[config.mk]
export PLATFORM = sky130hd
export DESIGN_NAME = bcd_seg_scanner
export DESIGN_NICKNAME = d
export VERILOG_FILES = /design/src/rtl/bcd_seg_scanner.sv
export SDC_FILE = /design/constraint.sdc
export NUM_CORES = 1
export LEC_CHECK = 0
export CAP_MARGIN = 20
export CORE_MARGIN = 2
export CORE_UTILIZATION = 48
export DETAILED_ROUTE_END_ITERATION = 10
export PLACE_DENSITY = 0.79
export SETUP_SLACK_MARGIN = 0.05
export SYNTH_ARGS = -nofsm -noshare
export SYNTH_HDL_FRONTEND = slang
export SYNTH_SLANG_ARGS = --single-unit
[constraint.sdc]
create_clock -name clk -period 1.87 [get_ports clk]
set_input_delay 0.187 -clock clk [delete_from_list [all_inputs] [get_ports clk]]
set_output_delay 0.187 -clock clk [all_outputs]
set_load 0.01 [all_outputs]
[src/rtl/bcd_seg_scanner.sv]
// rtl/bcd_seg_scanner.sv - time-multiplexed 7-segment scanner for packed BCD digits
// Double-buffered so a frame never mixes two values; leading-zero blanking and invalid-code dash.
module bcd_seg_scanner #(
  parameter int NUM_DIGITS     = 4,
  parameter int SCAN_DIV       = 1000,
  parameter int BLANK_LZ       = 1,
  parameter int SEG_ACTIVE_LOW = 1,
  parameter int AN_ACTIVE_LOW  = 1,
  localparam int IDX_W = (NUM_DIGITS > 1) ? $clog2(NUM_DIGITS) : 1,
  localparam int PRE_W = $clog2(SCAN_DIV)
) (
  input  logic                    clk,
  input  logic                    reset,
  input  logic                    en,
  input  logic                    load,
  input  logic [4*NUM_DIGITS-1:0] bcd_in,
  input  logic [NUM_DIGITS-1:0]   dp_in,
  output logic [6:0]              seg,
  output logic                    dp,
  output logic [NUM_DIGITS-1:0]   an,
  output logic [IDX_W-1:0]        digit_idx,
  output logic                    frame_done,
  output logic                    invalid
);

  localparam logic [PRE_W-1:0]      PRE_MAX = PRE_W'(SCAN_DIV - 1);
  localparam logic [IDX_W-1:0]      IDX_MAX = IDX_W'(NUM_DIGITS - 1);
  localparam logic [6:0]            SEG_OFF = (SEG_ACTIVE_LOW != 0) ? 7'h7F : 7'h00;
  localparam logic                  DP_OFF  = (SEG_ACTIVE_LOW != 0);
  localparam logic [NUM_DIGITS-1:0] AN_OFF  = (AN_ACTIVE_LOW != 0) ? '1 : '0;

  logic [PRE_W-1:0]        pre_q, pre_d;
  logic [IDX_W-1:0]        idx_q, idx_d;
  logic [4*NUM_DIGITS-1:0] pend_bcd_q, pend_bcd_d, act_bcd_q, act_bcd_d;
  logic [NUM_DIGITS-1:0]   pend_dp_q, pend_dp_d, act_dp_q, act_dp_d;
  logic [6:0]              seg_q, seg_d;
  logic                    dp_q, dp_d;
  logic [NUM_DIGITS-1:0]   an_q, an_d;
  logic                    frame_done_q, frame_done_d;
  logic                    invalid_q, invalid_d;

  logic                    slot_end, wrap;
  logic [3:0]              cur_digit;
  logic                    cur_dp, cur_blank, zero_run;
  logic [NUM_DIGITS-1:0]   blank, an_sel;

  function automatic logic [6:0] seg_decode(input logic [3:0] d);
    case (d)
      4'd0:    seg_decode = 7'h3F;
      4'd1:    seg_decode = 7'h06;
      4'd2:    seg_decode = 7'h5B;
      4'd3:    seg_decode = 7'h4F;
      4'd4:    seg_decode = 7'h66;
      4'd5:    seg_decode = 7'h6D;
      4'd6:    seg_decode = 7'h7D;
      4'd7:    seg_decode = 7'h07;
      4'd8:    seg_decode = 7'h7F;
      4'd9:    seg_decode = 7'h6F;
      default: seg_decode = 7'h40;
    endcase
  endfunction

  always_comb begin
    slot_end = en && (pre_q == PRE_MAX);
    wrap     = slot_end && (idx_q == IDX_MAX);

    pre_d = pre_q;
    if (en) pre_d = slot_end ? '0 : pre_q + 1'b1;
    idx_d = idx_q;
    if (slot_end) idx_d = (idx_q == IDX_MAX) ? '0 : idx_q + 1'b1;

    pend_bcd_d = load ? bcd_in : pend_bcd_q;
    pend_dp_d  = load ? dp_in  : pend_dp_q;
    // A load on the wrap edge bypasses pending so it is shown in the frame just starting.
    act_bcd_d  = wrap ? (load ? bcd_in : pend_bcd_q) : act_bcd_q;
    act_dp_d   = wrap ? (load ? dp_in  : pend_dp_q)  : act_dp_q;

    cur_digit = '0;
    cur_dp    = 1'b0;
    an_sel    = '0;
    invalid_d = 1'b0;
    zero_run  = 1'b1;
    blank     = '0;
    for (int i = NUM_DIGITS - 1; i >= 0; i--) begin
      zero_run = zero_run && (act_bcd_q[4*i +: 4] == 4'd0);
      blank[i] = (BLANK_LZ != 0) && (i > 0) && zero_run;
      if (act_bcd_q[4*i +: 4] > 4'd9) invalid_d = 1'b1;
      if (idx_q == IDX_W'(i)) begin
        cur_digit = act_bcd_q[4*i +: 4];
        cur_dp    = act_dp_q[i];
        an_sel[i] = 1'b1;
      end
    end
    cur_blank = |(blank & an_sel);

    seg_d = SEG_OFF;
    dp_d  = DP_OFF;
    an_d  = AN_OFF;
    if (en) begin
      an_d = an_sel ^ AN_OFF;
      if (!cur_blank) begin
        seg_d = seg_decode(cur_digit) ^ SEG_OFF;
        dp_d  = cur_dp ^ DP_OFF;
      end
    end
    frame_done_d = wrap;
  end

  always_ff @(posedge clk) begin
    if (!reset) begin
      pre_q        <= '0;
      idx_q        <= '0;
      pend_bcd_q   <= '0;
      pend_dp_q    <= '0;
      act_bcd_q    <= '0;
      act_dp_q     <= '0;
      seg_q        <= SEG_OFF;
      dp_q         <= DP_OFF;
      an_q         <= AN_OFF;
      frame_done_q <= 1'b0;
      invalid_q    <= 1'b0;
    end else begin
      pre_q        <= pre_d;
      idx_q        <= idx_d;
      pend_bcd_q   <= pend_bcd_d;
      pend_dp_q    <= pend_dp_d;
      act_bcd_q    <= act_bcd_d;
      act_dp_q     <= act_dp_d;
      seg_q        <= seg_d;
      dp_q         <= dp_d;
      an_q         <= an_d;
      frame_done_q <= frame_done_d;
      invalid_q    <= invalid_d;
    end
  end

  assign seg        = seg_q;
  assign dp         = dp_q;
  assign an         = an_q;
  assign digit_idx  = idx_q;
  assign frame_done = frame_done_q;
  assign invalid    = invalid_q;

endmodule

# Yosys cells after proc, flatten, opt, wreduce, memory -nomap -nowiden
# Memories as Yosys holds them, arrays and structs flattened.
# Cells that the tools add are included.
# op_classes
n_eq_ne	4
magnitude_cmp	4
mux	22
reduce_logical	11
add_sub_neg	2
bitwise	6
# ops
operator	n
two-way mux 4 bit	5
greater-than comparator 4 bit (second input constant)	4
two-way mux 16 bit	1
two-way mux 7 bit	2
logical NOT 4 bit	3
two-way mux 1 bit	12
adder 10 x 1 -> 10 bit (second input constant)	1
equality test 10 bit (second input constant)	1
two-way mux 10 bit	1
inverter 7 bit	1
OR reduction 6 bit	1
bitwise AND 4 bit	1
equality test 2 bit (second input constant)	2
logical AND 1 bit	4
inverter 4 bit	1
OR reduction 4 bit	1
inverter 1 bit	3
adder 2 x 1 -> 2 bit (second input constant)	1
equality test 2 x 1 -> 1 bit (second input constant)	1
logical NOT 2 bit	1
two-way mux 2 bit	1
AND reduction 2 bit	1
# totals
input_bits	24
out_inout_bits	16
n_memories	1
word_cells	61
reg_bits	66
rom_bits	112
# mem_list
memory	words	word_bits	rd	rd_clocked_by_memory_dff	wr	line	text
(name not given)	16	7	1	0	0	48	case (d)

# Logic depth before layout (Yosys ltp)
# An unclocked memory read counts as a cell.
# logic_depth
word_depth	9
depth_mapped	11
ltp_nobuf	10

# Worst setup path after synthesis
# No wires, ideal clock.
# synth_timing
path_kind	reg2reg
start	register idx_q[0], in the netlist digit_idx[0]
end	register seg_q[3], in the netlist seg[3]
t_arrival_ns	1.979
path_buffers	1
stages_incl_launch_ff	10
path_slack_ns	-0.225
synth_period_minus_slack_ns	2.095
required_ns	1.753
setup_ns	0.117
path_cell_list	dfxtp_1 > inv_1 > ha_1 > buf_4 > nor2b_4 > a22oi_1 > a221o_1 > inv_1 > ha_1 > o22a_1
# synth_via
elab_chain_len	9
word_cells_on_any_way	18
cone_classes	3 x eq/ne; 10 x mux; 2 x bitwise; 2 x reduce/logical; 1 x memory
# synth_rtl
element	line	text
start: declaration	33	logic [IDX_W-1:0] idx_q, idx_d;
start signal: assignment	124	idx_q <= idx_d;
equality test 2 bit	88	if (idx_q == IDX_W'(i)) begin
two-way mux 4 bit (4 in series)	88	
memory read (16 x 7 bit)	-	
two-way mux 7 bit	101	if (!cur_blank) begin
two-way mux 7 bit	99	if (en) begin
inverter 7 bit (no source line)	-	
end signal: assignment	129	seg_q <= seg_d;
end: declaration	36	logic [6:0] seg_q, seg_d;
# Parallel ways exist; a longest one is shown, timed or not. The select of a mux whose other input is x is not followed.
# A chain may end at the register's enable or synchronous reset.

# Worst setup path in the final report
# layout_timing
start	register idx_q[1], in the netlist digit_idx[1]
end	register seg_q[3], in the netlist seg[3]
# The elaborated chain is that of the path after synthesis.

==> metrics <==
flop2flop setup slack=-0.12 ns; crit path from=digit_idx[1]$_SDFFE_PN0P_; Critical Path RT=2.15 ns; antenna diode count=0; Num Clock Sinks=66; Gate Count Post-Synth=285; crit-path max cell delay=0.41 ns; fin cells=434; Synth Net Count=319; IO buf count=39; worst rel slew slack=57.8%; Synth area leader=dfxtp_1; top-count cell post-synth=dfxtp_1; MaxCap Viol Count=0; dpl cells=411; main flop type after synthesis=dfxtp_1; status=complete, but fails checks; vias=2179; Slew Limit Fails=0; Final period util=106%; stages on the worst setup path=10; worst slew pin tran=0.628 ns; Hold/Removal Path Class=reg2reg; failing checks=setup timing; # IOs=40; RSZ-0062 raised after global routing=true; number of enable flip-flop cells after synthesis=0; die area=6240 um2; worst skew pair latency=0.34 ns; synth top area cells=dfxtp_1 49%, mux2i_1 9.6%, nor2_1 5.1%; die width=79.0 um; total track usage=19.6%; Final ANT Viol Nets=0; DR WL/cell=13.2 um; core area=5470 um2; R2R cell count=10; hold depth=2; Overflow after GRT=0; hpwl dp=3.95 mm; Power per Cell Area=796 nW/um2; CP max-delay cell=a221o_1; TritonCTS clock tree=done; GPL Wtd Cong=0.876; Worst setup EP type=flip-flop; Cell variety after synth=38; DRT Wirelength=5.73 mm; H-tree depth=3; first-pass GRT wire length=9.49 mm; syn avg cell area=9.48 um2; Layout Skew=0.00623 ns; reg-to-reg critical path endpoint=seg[3]$_SDFF_PP1_; fin crit period=1.99 ns; number of global-route vias before repair=2156; antenna violations before repair=0; commonest cells in the netlist=66 x dfxtp_1, 37 x nor2_1, 33 x nand2_1; Total Power=2.98 mW; final hold violations=0; synthesized flop and latch total=66; die height=79.0 um; # rows=27; worst vdd ir=0.551 mV; Iter 0 DRT Violations=76; sum of buffers and inverters on the critical path=3; drt pass-1 iters=4; drt via density=5.02; CTS Root Buffer Type=clkbuf_8; CTS Buf Count=9; Final Setup Violations=7; initial core utilization=49.4%; Clock Path Buffers=2; CTS clk-pin slew, worst paths=0.07 ns; largest net degree at the start of global routing=27; Layout area overhead=38.8%; nets@finish=391; Startpoint Class=flip-flop; layout cell share with drive strength beyond 1=21.5%; Largest delay share family, worst path=compound AO/OA/AOI/OAI gates; Synth top area share=48.9%; Async SR Flop Fraction=0%; Crit Reg-Reg Startpoint=digit_idx[1]$_SDFFE_PN0P_; Critical Path End=seg[3]$_SDFF_PP1_; Post-Syn Area=2700 um2; yosys warns=0; CP Class=reg2reg; WP data arrival=2.27 ns; worst setup margin=-0.120 ns; post-synthesis sequential area ratio=48.9%; crit-path cells=buf_6 -> ha_4 -> nor2b_4 -> a22oi_2 -> a221o_1 -> inv_1 -> ha_2 -> inv_2 -> mux2i_2 -> o22a_1; drt drc=0; FMAX=0.503 GHz; crit-path max FO=6; Leak=1.50 nW
-- how the worst min path moves through the flow --
stage	slack [ns]	endpoint	startpoint
after global placement	0.44	act_dp_q[0]$_SDFFE_PN0P_	act_dp_q[0]$_SDFFE_PN0P_
after detailed placement	0.45	act_dp_q[3]$_SDFFE_PN0P_	act_dp_q[3]$_SDFFE_PN0P_
after floorplan	0.35	pend_dp_q[0]$_SDFF_PN0_	dp_in[0]
final	0.45	act_dp_q[3]$_SDFFE_PN0P_	act_dp_q[3]$_SDFFE_PN0P_
after global routing	0.47	act_dp_q[1]$_SDFFE_PN0P_	act_dp_q[1]$_SDFFE_PN0P_
after CTS	0.45	act_dp_q[3]$_SDFFE_PN0P_	act_dp_q[3]$_SDFFE_PN0P_
-- worst min-delay path: cells and delay by family, from the launching register on --
| family | cells | cell delay, ns |
|---|---|---|
| simple gates | 1 | 0.05 |
| flops | 1 | 0.31 |
| compound gates | 1 | 0.05 |
-- power breakdown --
part           switching (mW)  internal [mW]
Clock                   0.510          0.825
Combinational          0.0865          0.110
Sequential             0.0118           1.44
-- state kept, by name, indices dropped and copies added (netlist names) --
| name | flops |
|---|---|
| act_bcd_q | 16 |
| act_dp_q | 4 |
| an | 4 |
| digit_idx | 2 |
| dp | 1 |
| frame_done | 1 |
| invalid | 1 |
| pend_bcd_q | 16 |
| pend_dp_q | 4 |
| pre_q | 10 |
| seg | 7 |
-- metal layers --
metal,vias to the layer above,GRT usage [%],part of all wire [%]
met5,-,0,0
met4,0,12.2,2.6
met1,989,23.2,45
li1,1119,-,-
met3,16,4.89,4.8
met2,55,31.8,48
-- final cells by class --
cell class                 count  area [um2]
inverter                      11        46.3
multi-input combinational    196        1370
sequential                    66        1330
timing repair buffer          73         682
fill                         419        1720
clock buffer                  11         153
tap                           72        90.1
clock inverter                 5        75.1
-- through the flow --
stage	cell area (um2)	hold WS, ns	util, %	TNS, ns	setup WS, ns
after detailed placement	3380	0.445	61.8	-2.73	-0.115
after CTS	3700	0.455	67.7	-0.313	-0.0663
after floorplan	2740	0.348	-	-0.0233	-0.0156
final	3750	0.453	68.5	-0.598	-0.120
after global routing	3750	0.474	68.5	-1.05	-0.186
after global placement	3380	0.438	61.8	-1.04	-0.0952
-- what timing repair did --
action	in CTS	in global routing
hold buffers	0	0
setup endpoints to repair	7	16
gates resized for setup	12	10
buffers inserted	6	4
pin swaps	7	9
-- layout by cell type, fill, tap and decap left out, types with 3 or more instances in the layout --
cell / count
dfxtp_1: 64
clkdlybuf4s50_1: 39
nor2_1: 36
nand2_1: 33
buf_4: 29
mux2i_1: 25
o21ai_1: 22
clkbuf_8: 9
o21ai_0: 8
inv_1: 6
nand3_1: 6
xnor2_1: 6
a21oi_1: 5
o22a_1: 5
ha_2: 4
ha_4: 4
nand2b_1: 3
xor2_1: 3
nand3b_1: 3
nor4_1: 3
clkinv_2: 3
buf_6: 3
-- cells by family (layout without fill, tap and decap cells) --
group,Yosys count,after routing,synth area share (%)
fa+ha+maj,10,10,4.63
mux,26,26,9.63
buf+inv,23,100,3.84
simple gates,101,101,18.1
xor+xnor,9,9,2.92
flops,66,66,48.9
compound gates,50,50,12.0
Power figures use the tool's default switching activity.
